===== config.mk =====
export PLATFORM = sky130hd
export DESIGN_NAME = vending_machine_multi
export DESIGN_NICKNAME = d
export VERILOG_FILES = /design/src/rtl/vending_machine_multi.sv
export SDC_FILE = /design/constraint.sdc
export NUM_CORES = 1
export LEC_CHECK = 0
export ABC_CLOCK_PERIOD_IN_PS = 7900
export CAP_MARGIN = 10
export CELL_PAD_IN_SITES_DETAIL_PLACEMENT = 1
export CELL_PAD_IN_SITES_GLOBAL_PLACEMENT = 2
export CORE_UTILIZATION = 35
export CTS_CLUSTER_DIAMETER = 100
export DETAILED_ROUTE_END_ITERATION = 10
export GPL_TIMING_DRIVEN = 0
export PLACE_DENSITY_LB_ADDON = 0.25
export SETUP_SLACK_MARGIN = 0.02
export SYNTH_ARGS = -nofsm -noshare
export SYNTH_HDL_FRONTEND = slang
export SYNTH_SLANG_ARGS = --single-unit

===== constraint.sdc =====
create_clock -name clk -period 7.9 [get_ports clk]
set_input_delay 1.58 -clock clk [delete_from_list [all_inputs] [get_ports clk]]
set_output_delay 1.58 -clock clk [all_outputs]
set_load 0.02 [all_outputs]

===== src/rtl/vending_machine_multi.sv =====
// Multi-product vending controller: accumulates coin credit, vends one of NUM_PROD products
// at per-product prices, refunds on cancel and pays change out one coin per cycle.
// Every output is a register. A change coin is emitted in the same registered cycle that
// the refund/change activity begins, so the cycle in which credit reaches zero is IDLE.
module vending_machine_multi #(
    parameter int unsigned CREDIT_W   = 8,
    parameter int unsigned NUM_PROD   = 4,
    parameter int unsigned SEL_W      = 2,
    parameter int unsigned COIN1_VAL  = 5,
    parameter int unsigned COIN2_VAL  = 10,
    parameter int unsigned COIN3_VAL  = 25,
    parameter logic [NUM_PROD*CREDIT_W-1:0] PRICES = {8'd65, 8'd40, 8'd25, 8'd15},
    parameter int unsigned MAX_CREDIT = 255
) (
    input  logic                clk,
    input  logic                rst,
    input  logic [1:0]          coin,
    input  logic                sel_valid,
    input  logic [SEL_W-1:0]    sel_id,
    input  logic                cancel,
    output logic [CREDIT_W-1:0] credit,
    output logic                busy,
    output logic                prod_valid,
    output logic [SEL_W-1:0]    prod_id,
    output logic                change_valid,
    output logic [1:0]          change_coin,
    output logic                coin_reject,
    output logic                sel_denied
);

    localparam int unsigned SumW = CREDIT_W + 1;
    localparam logic [CREDIT_W-1:0] Coin1 = CREDIT_W'(COIN1_VAL);
    localparam logic [CREDIT_W-1:0] Coin2 = CREDIT_W'(COIN2_VAL);
    localparam logic [CREDIT_W-1:0] Coin3 = CREDIT_W'(COIN3_VAL);
    localparam logic [SumW-1:0]     MaxSum = SumW'(MAX_CREDIT);

    typedef enum logic [1:0] {StIdle, StCredit, StVend, StChange} state_e;

    state_e              state_q, state_d;
    logic [CREDIT_W-1:0] credit_q, credit_d;
    logic                busy_q, busy_d;
    logic                prod_valid_q, prod_valid_d;
    logic [SEL_W-1:0]    prod_id_q, prod_id_d;
    logic                change_valid_q, change_valid_d;
    logic [1:0]          change_coin_q, change_coin_d;
    logic                coin_reject_q, coin_reject_d;
    logic                sel_denied_q, sel_denied_d;

    logic [CREDIT_W-1:0] price;
    logic                sel_ok;
    logic [CREDIT_W-1:0] coin_val;
    logic [SumW-1:0]     coin_sum;
    logic                disp_valid;
    logic [1:0]          disp_code;
    logic [CREDIT_W-1:0] disp_rem;

    // Price of the currently selected product.
    always_comb begin
        price = '0;
        for (int unsigned i = 0; i < NUM_PROD; i++) begin
            if (32'(sel_id) == i) price = PRICES[i*CREDIT_W +: CREDIT_W];
        end
    end

    assign sel_ok = 32'(sel_id) < NUM_PROD;

    // Value of the inserted coin and the widened sum used for the saturation check.
    always_comb begin
        case (coin)
            2'd1:    coin_val = Coin1;
            2'd2:    coin_val = Coin2;
            2'd3:    coin_val = Coin3;
            default: coin_val = '0;
        endcase
        coin_sum = {1'b0, credit_q} + {1'b0, coin_val};
    end

    // Largest coin not exceeding the current credit; a sub-coin residue is simply dropped.
    always_comb begin
        disp_valid = 1'b0;
        disp_code  = 2'd0;
        disp_rem   = '0;
        if (credit_q >= Coin3) begin
            disp_valid = 1'b1;
            disp_code  = 2'd3;
            disp_rem   = credit_q - Coin3;
        end else if (credit_q >= Coin2) begin
            disp_valid = 1'b1;
            disp_code  = 2'd2;
            disp_rem   = credit_q - Coin2;
        end else if (credit_q >= Coin1) begin
            disp_valid = 1'b1;
            disp_code  = 2'd1;
            disp_rem   = credit_q - Coin1;
        end
    end

    // Next-state and next-output logic.
    always_comb begin
        state_d        = state_q;
        credit_d       = credit_q;
        prod_valid_d   = 1'b0;
        prod_id_d      = '0;
        change_valid_d = 1'b0;
        change_coin_d  = 2'd0;
        coin_reject_d  = 1'b0;
        sel_denied_d   = 1'b0;

        unique case (state_q)
            StIdle, StCredit: begin
                if (cancel && (state_q == StCredit)) begin
                    coin_reject_d  = (coin != 2'd0);
                    sel_denied_d   = sel_valid;
                    change_valid_d = disp_valid;
                    change_coin_d  = disp_code;
                    credit_d       = disp_rem;
                    state_d        = (disp_rem != '0) ? StChange : StIdle;
                end else if (coin != 2'd0) begin
                    sel_denied_d = sel_valid;
                    if (coin_sum <= MaxSum) begin
                        credit_d = coin_sum[CREDIT_W-1:0];
                        state_d  = StCredit;
                    end else begin
                        coin_reject_d = 1'b1;
                    end
                end else if (sel_valid) begin
                    if (sel_ok && (credit_q >= price)) begin
                        credit_d     = credit_q - price;
                        prod_valid_d = 1'b1;
                        prod_id_d    = sel_id;
                        state_d      = StVend;
                    end else begin
                        sel_denied_d = 1'b1;
                    end
                end
            end
            StVend, StChange: begin
                coin_reject_d = (coin != 2'd0);
                sel_denied_d  = sel_valid;
                if (credit_q != '0) begin
                    change_valid_d = disp_valid;
                    change_coin_d  = disp_code;
                    credit_d       = disp_rem;
                    state_d        = (disp_rem != '0) ? StChange : StIdle;
                end else begin
                    state_d = StIdle;
                end
            end
            default: state_d = StIdle;
        endcase

        busy_d = (state_d == StVend) || (state_d == StChange);
    end

    // State and output registers with synchronous reset.
    always_ff @(posedge clk) begin
        if (rst) begin
            state_q        <= StIdle;
            credit_q       <= '0;
            busy_q         <= 1'b0;
            prod_valid_q   <= 1'b0;
            prod_id_q      <= '0;
            change_valid_q <= 1'b0;
            change_coin_q  <= 2'd0;
            coin_reject_q  <= 1'b0;
            sel_denied_q   <= 1'b0;
        end else begin
            state_q        <= state_d;
            credit_q       <= credit_d;
            busy_q         <= busy_d;
            prod_valid_q   <= prod_valid_d;
            prod_id_q      <= prod_id_d;
            change_valid_q <= change_valid_d;
            change_coin_q  <= change_coin_d;
            coin_reject_q  <= coin_reject_d;
            sel_denied_q   <= sel_denied_d;
        end
    end

    assign credit       = credit_q;
    assign busy         = busy_q;
    assign prod_valid   = prod_valid_q;
    assign prod_id      = prod_id_q;
    assign change_valid = change_valid_q;
    assign change_coin  = change_coin_q;
    assign coin_reject  = coin_reject_q;
    assign sel_denied   = sel_denied_q;

endmodule


# [After elaboration in Yosys (flattened, before gate mapping)]
# Index checks and enable logic that the tools add are counted.
[totals] register_bits=19 wordCells=94
[classes] n_addsub=5 n_lt_le_gt_ge=5 eq_ne=15 muxes=45 bitwise=3 reduce_logical=12
[op_table] op="8-bit 2-to-1 mux" count=11
[op_table] op="2-bit 2-to-1 mux" count=11
[op_table] op="2-bit equality test, second input constant" count=8
[op_table] op="8-bit case mux with 2 select lines" count=1
[op_table] op="8-bit nonzero test" count=2
[op_table] op="5-bit case mux with 3 select lines" count=1
[op_table] op="1-bit 2-to-1 mux" count=14
[op_table] op="4-bit inequality test, second input constant" count=3
[op_table] op="8-bit by 8-bit adder with 9-bit output" count=1
[op_table] op="9-bit by 8-bit less-or-equal comparator with 1-bit output, second input constant" count=1
[op_table] op="8-bit by 3-bit greater-or-equal comparator with 1-bit output, second input constant" count=1
[op_table] op="8-bit by 4-bit greater-or-equal comparator with 1-bit output, second input constant" count=1
[op_table] op="8-bit by 5-bit greater-or-equal comparator with 1-bit output, second input constant" count=1
[op_table] op="8-bit greater-or-equal comparator" count=1
[op_table] op="2-bit case mux with 2 select lines" count=2
[op_table] op="8-bit by 3-bit subtractor with 8-bit output, second input constant" count=1
[op_table] op="8-bit by 4-bit subtractor with 8-bit output, second input constant" count=1
[op_table] op="8-bit by 5-bit subtractor with 8-bit output, second input constant" count=1
[op_table] op="8-bit subtractor" count=1
[op_table] op="2-bit by 1-bit equality test with 1-bit output, second input constant" count=3
[op_table] op="1-bit case mux with 2 select lines" count=3
[op_table] op="6-bit OR reduction" count=1
[op_table] op="5-bit 2-to-1 mux" count=1
[op_table] op="5-bit OR reduction" count=1
[op_table] op="other kinds (9)" count=13

# [Depth between registers and ports, before layout]
# Gate-level depths: netlist of the first run.
[logic_depth] depth_word=13 depth_mapped=11

# [Worst setup path after synthesis of the first run]
# Ideal clock, no wire load.
[synth_path] kind="input to register" startpoint="input sel_id[1]" endpoint="register credit_q[0], in the netlist credit[0]" arrival_time_ns=3.801 required_ns=7.814 setup_slack_ns=4.014 cell_stages=10 path_buffers=1 path_cell_list="or2_2 -> ha_1 -> nor2b_1 -> o2111ai_1 -> nand2_1 -> o2111ai_1 -> a31o_2 -> clkbuf_1 -> nor2_1 -> a211oi_1"
[synth_between] elab_chain_len=11 word_cells_on_any_way=17 cone_classes="add/sub (1); order compare (1); eq/ne (4); mux (9); reduce/logical (2)"
[synth_rtl] element="start: declaration" line="19" text="input logic [SEL_W-1:0] sel_id,"
[synth_rtl] element="2-bit zero test" line="61" text="if (32'(sel_id) == i) price = PRICES[i*CREDIT_W +: CREDIT_W];"
[synth_rtl] element="4-bit 2-to-1 mux" line="61"
[synth_rtl] element="5-bit 2-to-1 mux" line="61"
[synth_rtl] element="8-bit 2-to-1 mux" line="61"
[synth_rtl] element="8-bit 2-to-1 mux (*)" line="61"
[synth_rtl] element="8-bit subtractor" line="128" text="credit_d = credit_q - price;"
[synth_rtl] element="8-bit 2-to-1 mux" line="127" text="if (sel_ok && (credit_q >= price)) begin"
[synth_rtl] element="8-bit 2-to-1 mux" line="126" text="end else if (sel_valid) begin"
[synth_rtl] element="8-bit 2-to-1 mux" line="118" text="end else if (coin != 2'd0) begin"
[synth_rtl] element="8-bit 2-to-1 mux" line="111" text="if (cancel && (state_q == StCredit)) begin"
[synth_rtl] element="8-bit case mux with 2 select lines" line="109" text="unique case (state_q)"
[synth_rtl] element="end signal: assignment" line="169" text="credit_q <= credit_d;"
[synth_rtl] element="end: declaration" line="40" text="logic [CREDIT_W-1:0] credit_q, credit_d;"
# Every way passes the cells marked *; elsewhere a longest branch is shown, timed or not. The select of a mux whose other input is x is not followed.
# A chain may end at the register's enable or synchronous reset.

# [Final worst setup path of the first run]
[layout_path] startpoint="input sel_id[1]" endpoint="register credit_q[2], in the netlist credit[2]"
# The elaborated chain is that of the path after synthesis.

==> qor.yml, run 1 <==
pwr:
  p_int_mw: 0.4647
  pwr-share-comb: 0.757
  seqPwrFrac: 0.169
  ir_worst_vdd_v: 0.0001562
  p_switching_mw: 0.5058
  total_power_mw: 0.9705
  power.density_nw_per_um2: 418.6
  p_sw_frac: 0.5211
  p_leak_nw: 0.9145
  clockPowerShare: 0.074
sta:
  slew_viol_final: 0
  worst_pin_slew_ps: 725.4
  fin_skew_ps: 2.515
  grt_setup_unrepaired: "false"
  fin_crit_ps: 4627
  finalWorstSetupSlack_ps: 3273
  relSlewSlack: 0.5146
  max_freq_mhz: 216.1
  finalSetupTns_ps: 0
  hold_slack_ps: 692.6
  finalCritPeriodShare: 0.5857
  hold_viol: 0
  setup_viol: 0
logic_synthesis:
  async_reset_ff_frac: 0
  ys.flop_type: "dfxtp_1"
  syn-cell-area_um2: 1944
  synth.avg_cell_area_um2: 7.777
  synth_edf_count: 0
  netlist_instances: 250
  synth_cell_type_count: 56
  synthesis.nets: 280
  synth_seq_cells: 19
  ys_seq_area_frac: 0.1956
  yosysWarnings: 0
min_path:
  hp-start: "credit[1]"
  min_path_cells: 2
  hold_path_end: "credit[1]"
  min_path_type: "register to register"
final_layout:
  areaGrowthSynthToFinish_pct: 19.24
  num_antenna_cells: 0
  fillers: 657
  fin_nets: 309
  drive_gt1_frac: 0.05755
critical_path:
  rr_worst_depth: 9
  r2r_start: "credit[1]"
  critPathArrivalTime_ps: 4810
  rrSetupSlack_ps: 4490
  endpoint_kind: "register"
  worst-endpoint-required_ps: 8080
  cp_max_fo: 10
  critPathKind: "input pin to register"
  reg2reg_to: "busy"
  cp-start-kind: "input pin"
clock_tree:
  cts_setup_buffers: 0
  clock_tree.buffer_depth: 2
  ctsRootBufferMaster: "clkbuf_8"
  htree_levels: 1
  worstSkewPairLatency_ps: 260
  clock_sink_count: 19
  cts_resized: 0
  clkTransAtPathRegs_ps: 80
  numCtsBuffers: 3
  cts-hold-fix-buffers: 0
  cts_tree: "yes"
floorplan:
  rows: 26
  core-area_um2: 5238
  die_w_um: 76.54
  fp.dieH_um: 76.54
  initial_core_util: 0.3712
  ioPinCount: 25
  die-area_um2: 5858
route:
  antenna_left: 0
  drc: 0
  first_pass_iters: 4
  drt-initial-drc-count: 104
  viasPerCell: 5.773
  vias: 2009
  post_drt_wl_per_cell_um: 17.85
  wl_mm: 6.213
global_routing:
  overflow: 0
  grtUsageTotal: 0.2193
  first_global_vias: 2027
  antenna_found_initial: 0
  grt_max_degree: 12
  grt_pass1_wl_mm: 10.16
place:
  gp_congestion: 0.8340
  place_hpwl_mm: 5.044
  io_buffers: 24
  place_ws_ps: 2987
flow_run:
  drv_cap: 0
run_status:
  status: "completed"
cell type report:
class,instances,area [um^2],area share
multi-input combinational,206,1458,0.6287
sequential,19,380.4,0.1641
timing repair buffer,24,240.2,0.1036
tap,70,87.58,0.03778
buffer,14,65.06,0.02806
clock buffer,3,41.29,0.01781
inverter,11,41.29,0.01781
clock inverter,1,5.005,0.002159
cells in the final DEF, fill, tap and decap left out, types with 2 or more instances in the layout:
cell	instances
o2111ai_1	3
clkbuf_8	3
a21oi_1	19
nor2_1	24
o22ai_1	2
or2_2	3
a221o_1	2
ha_1	20
a32o_1	2
a211oi_1	17
nor3_1	7
o21ai_0	13
xnor2_1	7
and2_1	4
or4_1	2
dfxtp_1	19
a211o_1	6
o21a_1	3
nand2b_1	5
or3_1	5
inv_1	10
nand2_1	11
nand4_1	4
o211ai_1	2
nor2b_1	7
a21o_1	3
clkdlybuf4s50_1	24
nand3_1	6
fa_1	2
and3_1	2
o31a_1	3
clkbuf_1	11
registers in the layout (all words and copies together) (netlist names):
| register | count |
|---|---|
| credit | 8 |
| prod_valid | 1 |
| coin_reject | 1 |
| change_coin | 2 |
| busy | 1 |
| sel_denied | 1 |
| state_q | 2 |
| change_valid | 1 |
| prod_id | 2 |
logic make-up after synthesis:
group                      count (synthesis)  share of synthesized area
adders and majority gates                 22                     0.1493
AOI/OAI and AO/OA                         89                     0.3230
muxes                                      2                    0.01094
buffers and inverters                     25                    0.05470
and+or+nand+nor                           85                     0.2304
DFF                                       19                     0.1956
xor gates and xnor gates                   8                    0.03604
per-stage QoR:
| stage | cells | instance area, um^2 | utilization |
|---|---|---|---|
| final | 348 | 2318 | 0.4427 |
| after detailed placement | 344 | 2272 | 0.4338 |
| after global placement | 344 | 2272 | 0.4338 |
| after floorplan | 250 | 1944 | - |
| after CTS | 348 | 2318 | 0.4427 |
| after global routing | 348 | 2318 | 0.4427 |
power groups by stage:
stage / clock network [mW] / registers (mW) / logic [mW]
2_1_floorplan: 0 / 0.184 / 0.498
3_3_place_gp: 0 / 0.165 / 0.724
3_5_place_dp: 0 / 0.166 / 0.730
4_1_cts: 0.0729 / 0.164 / 0.734
5_1_grt: 0.0773 / 0.169 / 0.808
6_report: 0.0719 / 0.164 / 0.735
synthesized netlist by cell type, types with 2 or more instances:
cell type	instances	area (um^2)
a211o_1	6	52.55
nand4_1	4	25.02
xnor2_1	7	61.31
a221o_1	2	20.02
o31a_1	3	26.28
o21a_1	3	22.52
nor2b_1	7	43.79
nand2_1	11	41.29
o211ai_1	2	15.01
inv_1	10	37.54
and3_1	2	12.51
and2_1	4	25.02
a32o_1	2	20.02
nand2b_1	5	31.28
dfxtp_1	19	380.4
nor3_1	7	35.03
clkbuf_1	11	41.29
fa_1	2	40.04
or2_2	3	18.77
ha_1	20	250.2
a211oi_1	17	127.6
nand3_1	6	30.03
o22ai_1	2	12.51
or3_1	5	31.28
a21oi_1	19	95.09
or4_1	2	15.01
a21o_1	3	22.52
nor2_1	24	90.09
o21ai_0	13	65.06
o2111ai_1	3	26.28
worst max-delay path by stage:
stage,start,endpoint,slack [ps]
finish,sel_id[1],credit[2],3270
detailed placement,sel_id[1],credit[2],2990
CTS,sel_id[1],credit[2],3250
floorplan,sel_id[1],credit[0],4010
global route,sel_id[1],credit[2],3090
global placement,sel_id[1],credit[0],3050
metal layers:
layer,global-route usage,wire (um),vias up
met5,0,0,-
met4,0.06731,88,0
met3,0.01916,145,8
met2,0.3982,3131,35
met1,0.2714,2848,967
li1,-,-,999
critical path: stages:
cell,delay (ps)
clkdlybuf4s50_1,460
or2_2,360
ha_1,350
nor2b_1,180
o2111ai_1,240
nand2_1,120
o2111ai_1,520
a31o_2,330
clkbuf_1,350
nor2_1,100
a211oi_1,220
No activity file was read; power rests on OpenSTA's default activity.
==> inputs of run 2 (changes only) <==
--- a/config.mk
+++ b/config.mk
@@ -5,11 +5,11 @@
 export SDC_FILE = /design/constraint.sdc
 export NUM_CORES = 1
 export LEC_CHECK = 0
-export ABC_CLOCK_PERIOD_IN_PS = 7900
+export ABC_CLOCK_PERIOD_IN_PS = 4700
 export CAP_MARGIN = 10
 export CELL_PAD_IN_SITES_DETAIL_PLACEMENT = 1
 export CELL_PAD_IN_SITES_GLOBAL_PLACEMENT = 2
-export CORE_UTILIZATION = 35
+export CORE_UTILIZATION = 33
 export CTS_CLUSTER_DIAMETER = 100
 export DETAILED_ROUTE_END_ITERATION = 10
 export GPL_TIMING_DRIVEN = 0
==> constraint.sdc (replaced) <==
create_clock -name clk -period 4.7 [get_ports clk]
set_input_delay 0.94 -clock clk [delete_from_list [all_inputs] [get_ports clk]]
set_output_delay 0.94 -clock clk [all_outputs]
set_load 0.02 [all_outputs]
==> run 2 against run 1 <==
  * Critical path depth stayed put
  * Wire length up 3.9%
  * Largest power group unchanged
  * Register-to-register slack got worse by 3400 ps
  * Setup slack got worse by 2600 ps
  * Count of clock-buffer cells in the layout unchanged
  * Non-clock buffer count stayed put
  * Clock skew up 3.2 ps
  * Sequential cell count is the same
  * First-iteration DRC count rose by 33%
  * Global-route usage barely moved
  * Combinational power is 69% higher
==> qor.yml, run 2 (synthesis gave the netlist of run 1 again) <==
sta:
  hold_slack_ps: 708.3  # +15.78 ps
  grt_setup_unrepaired: "false"
  hold_viol: 0  # unchanged
  fin_crit_ps: 4046
  finalCritPeriodShare: 0.8610
  setup_viol: 0  # unchanged
  max_freq_mhz: 247.1
  fin_skew_ps: 5.756  # +3.241 ps
  slew_viol_final: 0  # unchanged
  relSlewSlack: 0.5437  # +0.02914
  finalSetupTns_ps: 0  # unchanged
  worst_pin_slew_ps: 681.9  # -43.55 ps
critical_path:
  cp_common_cell: "o2111ai_1"
  rr_worst_depth: 9  # unchanged
  r2r_start: "credit[1]"
  endpoint_kind: "register"
  cp_max_fo: 10  # unchanged
  critPathKind: "input pin to register"
  rrSetupSlack_ps: 1120  # -3370 ps
  cpPeakStageDelay_ps: 550  # +30 ps
  slowest_stage: "o2111ai_1"
  worst-endpoint-required_ps: 4880  # -3200 ps
  critPathArrivalTime_ps: 4230  # -580 ps
  crit_path_cell_trace: "clkdlybuf4s50_1, or2_2, ha_1, nor2b_1, o2111ai_1, nand2_1, o2111ai_1, a31o_2, clkbuf_1, nor2_1, a211oi_1"
  cp-start-kind: "input pin"
  reg2reg_to: "state_q[1]"
flow_run:
  drv_cap: 0  # unchanged
route:
  post_drt_wl_per_cell_um: 18.45  # +3.3%
  viasPerCell: 5.780  # +0.12%
  first_pass_iters: 4  # unchanged
  wl_mm: 6.456  # +3.9%
  drt-initial-drc-count: 138  # +33%
  antenna_left: 0  # unchanged
  drc: 0  # unchanged
  vias: 2023  # +0.70%
place:
  gp_congestion: 0.8374  # +0.41%
  place_hpwl_mm: 5.113  # +1.4%
  placed_area_um2: 2275  # +0.11%
  io_buffers: 24  # unchanged
clock_tree:
  htree_levels: 1  # unchanged
  cts_resized: 0  # unchanged
  ctsRootBufferMaster: "clkbuf_8"
  cts_setup_buffers: 0  # unchanged
  clock_sink_count: 19  # unchanged
  clkTransAtPathRegs_ps: 80  # about the same
  clock_tree.buffer_depth: 2  # unchanged
  numCtsBuffers: 3  # unchanged
  cts_tree: "yes"
  cts-hold-fix-buffers: 0  # unchanged
  worstSkewPairLatency_ps: 270  # about the same
floorplan:
  rows: 27  # +3.8%
  die-area_um2: 6203  # +5.9%
  fp.dieH_um: 78.76  # +2.9%
  die_w_um: 78.76  # +2.9%
  core-area_um2: 5608  # +7.1%
  initial_core_util: 0.3467  # -0.02452
  ioPinCount: 25  # unchanged
run_status:
  status: "completed"
min_path:
  hold_path_end: "credit[1]"
  hp-start: "credit[1]"
  min_path_cells: 2  # unchanged
  min_path_type: "register to register"
pwr:
  p_leak_nw: 0.9145  # unchanged
  ir_worst_vdd_v: 0.0002171  # +39%
  power.density_nw_per_um2: 706.8  # +69%
global_routing:
  first_global_vias: 2053  # +1.3%
  grt_pass1_wl_mm: 10.56  # +3.9%
  grtUsageTotal: 0.2198  # +0.0004826
  overflow: 0  # unchanged
  grt_max_degree: 12  # unchanged
  antenna_found_initial: 0  # unchanged
final_layout:
  largest_reg_flops: 8  # unchanged
  stdcell_area_um2: 2321  # +0.11%
  fillers: 719  # +9.4%
  drive_gt1_frac: 0.05755  # unchanged
  num_antenna_cells: 0  # unchanged
  fin_nets: 309  # unchanged
  areaGrowthSynthToFinish_pct: 19.37
  mostFrequentLayoutCells: "24 x nor2_1, 24 x clkdlybuf4s50_1, 20 x ha_1"
run 2: cell counts in the layout (fill, tap and decap cells not counted):
No cell type changed its count.
run 2: how the worst max path moves through the flow:
stage,depth (start not counted),end,startpoint,slack [ps]
after CTS,11,credit[0],sel_id[1],650
after detailed placement,11,credit[0],sel_id[1],390
final,11,credit[0],sel_id[1],650
after global placement,11,credit[5],sel_id[1],430
after floorplan,10,credit[0],sel_id[1],1450
after global routing,11,credit[0],sel_id[1],420
run 2: cell type report:
cell class,count,area (um^2),share of cell area
tap,72,90.09,0.03881
inverter,11,41.29,0.01779
timing repair buffer,24,240.2,0.1035
multi-input combinational,206,1458,0.6280
buffer,14,65.06,0.02803
clock inverter,1,5.005,0.002156
sequential,19,380.4,0.1639
clock buffer,3,41.29,0.01779
run 2: stage by stage:
step | power (mW) | cells | worst slack (ps) | util
finish | 1.640 | 350 | 653.5 | 0.4139
global route | 1.782 | 350 | 423.7 | 0.4139
CTS | 1.634 | 350 | 652.8 | 0.4139
detailed placement | 1.507 | 346 | 394.6 | 0.4056
global placement | 1.503 | 346 | 425.4 | 0.4056
floorplan | 1.148 | 250 | 1454 | -
run 2: critical path, delay by kind of cell:
kind / cells / cell delay (ps)
compound gates: 4 / 1360
buf+inv: 2 / 820
simple gates: 4 / 780
fa+ha+maj: 1 / 340
run 2: report_power, final:
part,internal (mW),total [mW],switching (mW)
Combinational,0.513,1.24,0.724
Clock,0.0593,0.124,0.0650
Sequential,0.210,0.279,0.0686
Total,0.783,1.64,0.858
run 2: per-layer routing:
layer  global-route usage  part of all wire  vias up
met4              0.06481             0.020        0
met5                    0                 0        -
met1               0.2932              0.48      970
met2               0.3765              0.47       41
li1                     -                 -     1002
met3              0.01609             0.032       10
==> inputs of run 3 (changes only) <==
--- a/config.mk
+++ b/config.mk
@@ -5,11 +5,12 @@
 export SDC_FILE = /design/constraint.sdc
 export NUM_CORES = 1
 export LEC_CHECK = 0
+export ABC_AREA = 1
 export ABC_CLOCK_PERIOD_IN_PS = 4700
 export CAP_MARGIN = 10
 export CELL_PAD_IN_SITES_DETAIL_PLACEMENT = 1
 export CELL_PAD_IN_SITES_GLOBAL_PLACEMENT = 2
-export CORE_UTILIZATION = 33
+export CORE_UTILIZATION = 30
 export CTS_CLUSTER_DIAMETER = 100
 export DETAILED_ROUTE_END_ITERATION = 10
 export GPL_TIMING_DRIVEN = 0
==> run 3 against run 2 <==
  * Synthesized cell count increased by 44%
  * Register-to-register slack improved by 660 ps
  * Fmax rose by 21%
  * Sequential power rose by 9.7%
  * Non-clock buffer count fell by 7
  * Final cell count up 38%
  * Count of clock-buffer cells in the layout rose by 1
  * Global-route usage is 1.8 points lower
  * Wire length is 13% higher
  * Setup slack better by 690 ps
  * Combinational power rose by 12%
  * Critical endpoint is now credit[6]
  * Largest power group unchanged
  * Highest routed layer unchanged
==> qor.yml, run 3 <==
run_status:
  status: "completed"
logic_synthesis:
  async_reset_ff_frac: 0  # unchanged
  syn-cell-area_um2: 2201  # +13%
  yosysMostFrequentCell: "nand2_1"
  synth_seq_cells: 19  # unchanged
  synth_top_area_cell: "nand2_1"
  synth_cell_type_count: 38  # -32%
  yosysWarnings: 0  # unchanged
  ys.flop_type: "dfxtp_1"
  ys_seq_area_frac: 0.1728  # -0.02280
  yosys-top-cells-area: "nand2_1 18%, dfxtp_1 17%, ha_1 11%"
  synthesis.nets: 390  # +39%
  netlist_instances: 360  # +44%
  synth_top_area_frac: 0.1757  # -0.01996
  synth_common_cells: "103 x nand2_1, 38 x inv_1, 37 x nor2_1"
  synth_edf_count: 0  # unchanged
  synth.avg_cell_area_um2: 6.114  # -21%
critical_path:
  critPathArrivalTime_ps: 3540  # -690 ps
  crit_buf_inv: 3  # +1
  cp-start-kind: "input pin"
  slowest_stage: "clkdlybuf4s50_1"
  critPathKind: "input pin to register"
  endpoint_kind: "register"
  worst-endpoint-required_ps: 4890  # about the same
  crit_family: "buffers and inverters"
  crit_path_cell_trace: "clkdlybuf4s50_1, inv_1, nand2_1, ha_1, fa_1, o21ai_1, nand2_1, nand3_1, nand2_1, nand2_1, nand3_2, inv_2, o21ai_0, a21oi_1"
  cp_common_cell: "nand2_1"
  crit_start: "sel_id[0]"
  cp_max_fo: 10  # unchanged
  cpPeakStageDelay_ps: 470  # -80 ps
  r2r_start: "credit[1]"
final_layout:
  mostFrequentLayoutCells: "103 x nand2_1, 38 x inv_1, 37 x nor2_1"
  fillers: 954  # +33%
  areaGrowthSynthToFinish_pct: 18.42
  stdcell_count: 484  # +38%
  stdcell_area_um2: 2606  # +12%
  multi_input_area_um2: 1600  # +9.8%
  num_antenna_cells: 0  # unchanged
  drive_gt1_frac: 0.09536  # +0.03781
  fin_nets: 419  # +36%
  regArea_um2: 380.4  # unchanged
  mostFrequentLayoutCell: "nand2_1"
  largest_reg_flops: 8  # unchanged
pwr:
  p_leak_nw: 1.333  # +46%
  total_power_mw: 1.816  # +11%
  ir_worst_vdd_v: 0.0001845  # -15%
  power.density_nw_per_um2: 696.9  # -1.4%
clock_tree:
  cts-hold-fix-buffers: 0  # unchanged
  ctsRootBufferMaster: "clkbuf_8"
  cts_tree: "yes"
  cts_setup_buffers: 0  # unchanged
  cts_resized: 0  # unchanged
  htree_levels: 1  # unchanged
  clock_tree.buffer_depth: 2  # unchanged
  numCtsBuffers: 3  # unchanged
  worstSkewPairLatency_ps: 250  # -20 ps
  clock_sink_count: 19  # unchanged
  clkTransAtPathRegs_ps: 70  # about the same
floorplan:
  die-area_um2: 7683  # +24%
  core-area_um2: 6944  # +24%
  ioPinCount: 25  # unchanged
  rows: 30  # +11%
  die_w_um: 87.65  # +11%
  initial_core_util: 0.3169  # -0.02978
  fp.dieH_um: 87.65  # +11%
route:
  viasPerCell: 4.965  # -14%
  post_drt_wl_per_cell_um: 15.10  # -18%
  vias: 2403  # +19%
  drt-initial-drc-count: 120  # -13%
  wl_mm: 7.308  # +13%
  drc: 0  # unchanged
  antenna_left: 0  # unchanged
  first_pass_iters: 4  # unchanged
global_routing:
  gr-usage-met2: 0.3388  # -0.03774
  grt_util_met1: 0.2942  # +0.0009720
  overflow: 0  # unchanged
  grt-busiest-layer: "met2"
  first_global_vias: 2358  # +15%
  grt_max_degree: 14  # +2
  antenna_found_initial: 0  # unchanged
  grt_use_met3: 0.008483  # -0.007609
  grt_pass1_wl_mm: 12.04  # +14%
  grtUsageTotal: 0.2020  # -0.01784
sta:
  fin_crit_ps: 3353  # -693.6 ps
  finalCritPeriodShare: 0.7134  # -0.1476
  finalSetupTns_ps: 0  # unchanged
  slew_viol_final: 0  # unchanged
  worst_pin_slew_ps: 547.4  # -134.5 ps
  max_freq_mhz: 298.2  # +21%
  hold_viol: 0  # unchanged
  relSlewSlack: 0.6346  # +0.09085
  setup_viol: 0  # unchanged
  hold_slack_ps: 635.0  # -73.30 ps
  fin_skew_ps: 2.727  # -3.029 ps
  grt_setup_unrepaired: "false"
place:
  placed_area_um2: 2561  # +13%
  io_buffers: 24  # unchanged
  placed_cells: 480  # +39%
  place_hpwl_mm: 5.837  # +14%
  gp_congestion: 0.8109  # -3.2%
flow_run:
  drv_cap: 0  # unchanged
min_path:
  hp-start: "credit[0]"
  min_path_type: "register to register"
[run 3: report_power, final]
part | switching [mW] | internal (mW)
Combinational | 0.899 | 0.495
Clock | 0.0559 | 0.0602
Sequential | 0.101 | 0.205
Total | 1.06 | 0.761
[run 3: cells by family (layout without fill, tap and decap cells)]
kind of cell / after synthesis / after routing / synth area share
xor+xnor: 6 / 6 / 0.02388
buf+inv: 53 / 81 / 0.1001
simple gates: 201 / 201 / 0.4241
compound gates: 59 / 59 / 0.1472
fa+ha+maj: 22 / 22 / 0.1319
flops: 19 / 19 / 0.1728
[run 3: metal layers]
metal,up-vias,share of wire
li1,1225,-
met1,1144,0.52
met2,30,0.46
met3,4,0.019
met4,0,0.0048
met5,-,0
[run 3: final timing paths]
| path | slack (ps) | to | cells after the start |
|---|---|---|---|
| min reg2reg | 640 | credit[0] | 2 |
| max reg2reg | 1780 | credit[6] | 11 |
| max | 1350 | credit[6] | 14 |
| min | 640 | credit[0] | 2 |
[run 3: area by class of cell]
| cell class | count | area share |
|---|---|---|
| Multi-Input combinational cell | 288 | 0.6140 |
| Sequential cell | 19 | 0.1459 |
| Timing Repair Buffer | 24 | 0.09217 |
| Inverter | 46 | 0.06625 |
| Tap cell | 96 | 0.04609 |
| Buffer | 7 | 0.01824 |
| Clock buffer | 4 | 0.01728 |
[run 3: worst min-delay path: stages (launching register included)]
cell and delay (ps):
dfxtp_1 420, nand2_1 110, a21oi_1 60
[run 3: stage by stage]
step,setup slack [ps],utilization
finish,1347,0.3753
detailed placement,1124,0.3688
global route,1106,0.3753
CTS,1376,0.3753
global placement,1109,0.3688
floorplan,2048,-
